**config.mk**
```make
export PLATFORM = sky130hd
export DESIGN_NAME = uart_rx_sampler
export DESIGN_NICKNAME = d
export VERILOG_FILES = /design/src/rtl/uart_rx_sampler.sv
export SDC_FILE = /design/constraint.sdc
export NUM_CORES = 1
export LEC_CHECK = 0
export CORE_MARGIN = 10
export CORE_UTILIZATION = 45
export DETAILED_ROUTE_END_ITERATION = 10
export PLACE_DENSITY = 0.75
export SLEW_MARGIN = 20
export SYNTH_ARGS = -nofsm -noshare
export SYNTH_HDL_FRONTEND = slang
export SYNTH_SLANG_ARGS = --single-unit
```
**constraint.sdc**
```tcl
create_clock -name clk_i -period 3 [get_ports clk_i]
set_input_delay 0.6 -clock clk_i [delete_from_list [all_inputs] [get_ports clk_i]]
set_output_delay 0.6 -clock clk_i [all_outputs]
set_load 0.01 [all_outputs]
```
**src/rtl/uart_rx_sampler.sv**
```systemverilog
// UART receiver: 2-flop synchronized line, mid-bit sampling, 7/8 data bits, optional parity, 1/2 stop bits.
// Define UART_RX_MAJORITY_EN to take every bit as the 2-of-3 majority of samples around mid-bit.
module uart_rx_sampler (
    input  logic        clk_i,
    input  logic        rst_i,
    input  logic [15:0] cr_clk_div_i,
    input  logic        cr_ds_i,
    input  logic        cr_s_i,
    input  logic [1:0]  cr_p_i,
    input  logic        uart_rx_i,
    output logic [10:0] frame_o,
    output logic        parity_err_o,
    output logic        frame_err_o,
    output logic        output_valid_o
);

    typedef enum logic [2:0] {IDLE, START, DATA, PARITY, STOP} state_t;

    state_t      state_q;
    logic        sync1_q, sync2_q, prev_q;
    logic [15:0] cnt_q, div_q;
    logic        ds_q, s_q;
    logic [1:0]  p_q;
    logic [2:0]  bit_idx_q;
    logic [7:0]  data_q;
    logic        par_q, stop1_q;
    logic [10:0] frame_q;
    logic        parity_err_q, frame_err_q, valid_q;
`ifdef UART_RX_MAJORITY_EN
    logic [1:0]  maj_q;
`endif

    logic [15:0] half;
    logic        cnt_end, sample_hit, bit_val, fall_det, par_en, last_stop;
    logic [2:0]  last_data_idx;
    logic [10:0] frame_d;
    logic        parity_err_d, frame_err_d;

    // NOTE: every signal gets a value at the top of always_comb so no latch is inferred.
    always_comb begin
        half          = div_q >> 1;
        cnt_end       = (cnt_q == div_q - 16'd1);
        fall_det      = prev_q & ~sync2_q;
        par_en        = (p_q == 2'b01) || (p_q == 2'b10);
        last_data_idx = ds_q ? 3'd6 : 3'd7;
        // The second stop bit is sampled while bit_idx_q counts 1.
        last_stop     = ~s_q | bit_idx_q[0];
`ifdef UART_RX_MAJORITY_EN
        sample_hit    = (cnt_q == half + 16'd1);
        bit_val       = (maj_q[0] & maj_q[1]) | (maj_q[0] & sync2_q) | (maj_q[1] & sync2_q);
`else
        sample_hit    = (cnt_q == half);
        bit_val       = sync2_q;
`endif
        frame_d       = {s_q & bit_val, s_q ? stop1_q : bit_val, par_q, data_q};
        parity_err_d  = par_en & (^data_q ^ par_q ^ p_q[1]);
        frame_err_d   = s_q ? ~(stop1_q & bit_val) : ~bit_val;
    end

    // NOTE: sequential state uses non-blocking assignments so every flop sees pre-edge values.
    always_ff @(posedge clk_i) begin
        if (rst_i) begin
            state_q      <= IDLE;
            sync1_q      <= 1'b1;
            sync2_q      <= 1'b1;
            prev_q       <= 1'b1;
            cnt_q        <= '0;
            div_q        <= '0;
            ds_q         <= 1'b0;
            s_q          <= 1'b0;
            p_q          <= '0;
            bit_idx_q    <= '0;
            data_q       <= '0;
            par_q        <= 1'b0;
            stop1_q      <= 1'b0;
            frame_q      <= '0;
            parity_err_q <= 1'b0;
            frame_err_q  <= 1'b0;
            valid_q      <= 1'b0;
`ifdef UART_RX_MAJORITY_EN
            maj_q        <= '0;
`endif
        end else begin
            sync1_q <= uart_rx_i;
            sync2_q <= sync1_q;
            prev_q  <= sync2_q;
            valid_q <= 1'b0;
`ifdef UART_RX_MAJORITY_EN
            if (cnt_q == half - 16'd1) maj_q[0] <= sync2_q;
            if (cnt_q == half)         maj_q[1] <= sync2_q;
`endif
            if (state_q != IDLE) cnt_q <= cnt_end ? '0 : cnt_q + 16'd1;

            case (state_q)
                IDLE: begin
                    cnt_q <= '0;
                    if (fall_det && cr_clk_div_i >= 16'd4) begin
                        state_q   <= START;
                        div_q     <= cr_clk_div_i;
                        ds_q      <= cr_ds_i;
                        s_q       <= cr_s_i;
                        p_q       <= cr_p_i;
                        bit_idx_q <= '0;
                        data_q    <= '0;
                        par_q     <= 1'b0;
                        stop1_q   <= 1'b0;
                    end
                end
                START: begin
                    if (sample_hit && bit_val) begin
                        state_q <= IDLE;
                        cnt_q   <= '0;
                    end else if (cnt_end) begin
                        state_q <= DATA;
                    end
                end
                DATA: begin
                    if (sample_hit) data_q[bit_idx_q] <= bit_val;
                    if (cnt_end) begin
                        if (bit_idx_q == last_data_idx) begin
                            bit_idx_q <= '0;
                            state_q   <= par_en ? PARITY : STOP;
                        end else begin
                            bit_idx_q <= bit_idx_q + 3'd1;
                        end
                    end
                end
                PARITY: begin
                    if (sample_hit) par_q <= bit_val;
                    if (cnt_end) state_q <= STOP;
                end
                STOP: begin
                    // Frame completes right after the final stop sample, not at the end of the bit.
                    if (sample_hit && last_stop) begin
                        frame_q      <= frame_d;
                        parity_err_q <= parity_err_d;
                        frame_err_q  <= frame_err_d;
                        valid_q      <= 1'b1;
                        state_q      <= IDLE;
                        cnt_q        <= '0;
                        bit_idx_q    <= '0;
                    end else begin
                        if (sample_hit) stop1_q <= bit_val;
                        if (cnt_end) bit_idx_q <= bit_idx_q + 3'd1;
                    end
                end
                default: state_q <= IDLE;
            endcase
        end
    end

    assign frame_o        = frame_q;
    assign parity_err_o   = parity_err_q;
    assign frame_err_o    = frame_err_q;
    assign output_valid_o = valid_q;

endmodule

```
==> results_dict.tcl <==
set metrics [dict create \
    synth_area_leaders "dfxtp_1 37%, mux2i_1 11%, xnor2_1 9.1%" \
    vias_per_cell 5.57 \
    fin_crit_ps 2790 \
    run_status "finished clean" \
    regArea_mm2 0.00138 \
    grt_pass1_wl_um 15200 \
    cts_made_buffers 9 \
    cts_buffer_depth 2 \
    syn-num-nets 463 \
    synthXorXnorAreaFrac 0.135 \
    p_leak_nw 1.62 \
    synth-compound-area-share 0.0833 \
    cts_hold_buf 0 \
    fmax_ghz 0.359 \
    reg2reg_from "div_q[8]$_SDFFE_PP0P_" \
    path_class "reg -> reg" \
    ios 37 \
    drtIter0Drc 212 \
    avgSynthCellArea_um2 8.63 \
    grt_antenna_before_repair 0 \
    drt-pass1-iter-count 5 \
    end_kind "register" \
    worstMarginPinSlew_ps 635 \
    max_slew_margin 0.572 \
    ant_nets 0 \
    drv_slew 0 \
    synthAdderAreaFrac 0.00995 \
    synth_ff_type "dfxtp_1" \
    root_buffer "clkbuf_8" \
    start_util 0.461 \
    r2r_setup_slack_ps 210 \
    area_growth_pct 19.6 \
    synth.top_cells.by_count "69 x dfxtp_1, 66 x nor2_1, 42 x mux2i_1" \
    power.density_mw_per_mm2 444 \
    dr_total_vias 3202 \
    final_layout_size_suffix_gt1_frac 0.113 \
    worstPathMaxFanout 6 \
    multi_input_area_mm2 0.00226 \
    setup_viol 0 \
    synthSimpleGateAreaFrac 0.240 \
    routed-wl-met2_um 4620 \
    placed_area_mm2 0.00424 \
    synth_top_area_cell "dfxtp_1" \
    grt_overflow 0 \
    row_count 33 \
    hold_ws_ps 411 \
    cp-start-kind "register" \
    synth_mux_area_frac 0.117 \
    finalInstanceArea_mm2 0.00451 \
    htree_levels 3 \
    io_buffers 36 \
    final_util 0.552 \
    synthDistinctLibCells 56 \
    nFillCells 747 \
    synth_edf_count 0 \
    grt_max_degree 32 \
    synthArstFlopShare 0 \
    drcViolationCount 0 \
    drt-met1-wl_um 3760 \
    gp_congestion 0.944 \
    ys_seq_elements 69 \
    fp.dieH_um 112 \
    grt.total_usage 0.143 \
    dpl.hpwl_um 6480 \
    synth_top_family_by_area "simple AND/OR/NAND/NOR gates" \
    maxCapViolCount 0 \
    cts_tree "yes" \
    clock_skew_ps 10.5 \
    timing.critical_path.from "div_q[8]$_SDFFE_PP0P_" \
    hold_viol 0 \
    synth_area_mm2 0.00377 \
    p_total_mw 2.00 \
    yosysMostFrequentCell "dfxtp_1" \
    routed.top_layer "met4" \
    coreArea_mm2 0.00818 \
    yosysWarnings 0 \
    synth_top_area_frac 0.366 \
    grt_setup_unrepaired "no" \
    syn-instance-count 437 \
    clk_pin_slew_ps 70 \
    antenna_cells 0 \
    clk_latency_ps 360 \
    wl_per_cell_um 15.5 \
    grt_pass1_vias 3125 \
    fin_nets 491 \
    crit_arrival_ps 3040 \
    cp_data_required_time_ps 3260 \
    reg2reg_depth 8 \
    fin_crit_sh 0.929 \
    fp.dieArea_mm2 0.0124 \
    wl_um 8930 \
    die_x_um 112 \
    cts.sinks 69 \
    cp-endpoint "state_q[0]$_SDFFE_PP0P_" \
    wl_met3_um 387 \
    ys_seq_area_frac 0.366 \
    hp-start "sync1_q$_SDFF_PP1_" \
    peakVddDrop_uv 241 \
    hold_path.class "reg -> reg" \
    timing.rr.end "state_q[0]$_SDFFE_PP0P_" \
]
## kinds of logic (layout without fill, tap and decap cells)
logic type               Yosys count  in the layout
XOR/XNOR                          58             58
adder cells (fa/ha/maj)            3              3
buffers and inverters             44             77
flip-flops                        69             69
multiplexers                      44             44
AO/OA/AOI/OAI                     46             46
AND/OR/NAND/NOR                  173            173
## layout by cell type, fill, tap and decap left out, types with 4 or more instances in the layout
| master | count |
|---|---|
| buf_4 | 12 |
| nor4_4 | 4 |
| xor2_1 | 19 |
| or3_1 | 4 |
| dfxtp_1 | 67 |
| nand2_1 | 20 |
| nand3b_1 | 5 |
| nor3_1 | 18 |
| nor2_1 | 65 |
| clkbuf_8 | 10 |
| a21oi_1 | 10 |
| xnor2_1 | 39 |
| nor4_1 | 5 |
| and3_1 | 5 |
| clkdlybuf4s50_1 | 35 |
| nand4_1 | 9 |
| o21ai_0 | 6 |
| inv_1 | 11 |
| nand3_1 | 15 |
| mux2i_1 | 42 |
## power by group
part           total, mW  leakage (nW)  internal (mW)  switching (mW)
registers          0.948         0.559          0.927          0.0209
logic              0.263         0.964          0.131           0.132
clock network      0.791        0.0991          0.412           0.379
total               2.00          1.62           1.47           0.532
## what timing repair did
| action | in CTS | in global routing |
|---|---|---|
| resized for setup | 1 | 9 |
| pin swaps | 0 | 3 |
| endpoints found under the setup margin | 1 | 22 |
| buffers inserted | 0 | 1 |
## critical path, cell delays in order (launching register included)
cell and delay [ps]:
dfxtp_1 410, or4_4 620, nor4_4 270, mux2_2 370, mux2i_1 120, a32o_1 180
nand3_2 130, o21a_1 240, a2111oi_4 330
## worst min-delay path by stage
stage,to,slack [ps],cells past startpoint
after CTS,bit_val$_SDFF_PP1_,410,1
after global placement,bit_val$_SDFF_PP1_,390,1
after floorplan,bit_val$_SDFF_PP1_,390,1
after detailed placement,bit_val$_SDFF_PP1_,400,1
after global routing,bit_val$_SDFF_PP1_,430,1
final,bit_val$_SDFF_PP1_,410,1
## through the flow
step,std cells,TNS [ps],worst slack [ps]
global placement,558,0,157
global route,575,0,20.2
floorplan,437,0,278
detailed placement,558,-26.5,-26.5
finish,575,0,214
CTS,574,0,19.8
## cell type report
cell class | count | area share
timing repair buffer | 50 | 0.108
inverter | 11 | 0.00915
sequential | 69 | 0.307
multi-input combinational | 324 | 0.501
clock buffer | 10 | 0.0305
tap | 105 | 0.0291
clock inverter | 6 | 0.0158
## state kept, by name (all words and copies together), names as in the netlist
register        flops
cnt_q              16
div_q              16
frame_o            11
data_q              8
bit_idx_q           3
state_q             3
p_q                 2
bit_val             1
ds_q                1
frame_err_o         1
output_valid_o      1
par_q               1
parity_err_o        1
prev_q              1
s_q                 1
stop1_q             1
sync1_q             1
## per-layer routing
layer / track usage / vias up
met4: 0.0463 / 0
met1: 0.166 / 1542
met2: 0.252 / 72
met3: 0.0338 / 16
met5: 0 / -
li1: - / 1572
No activity file was read; power rests on OpenSTA's default activity.
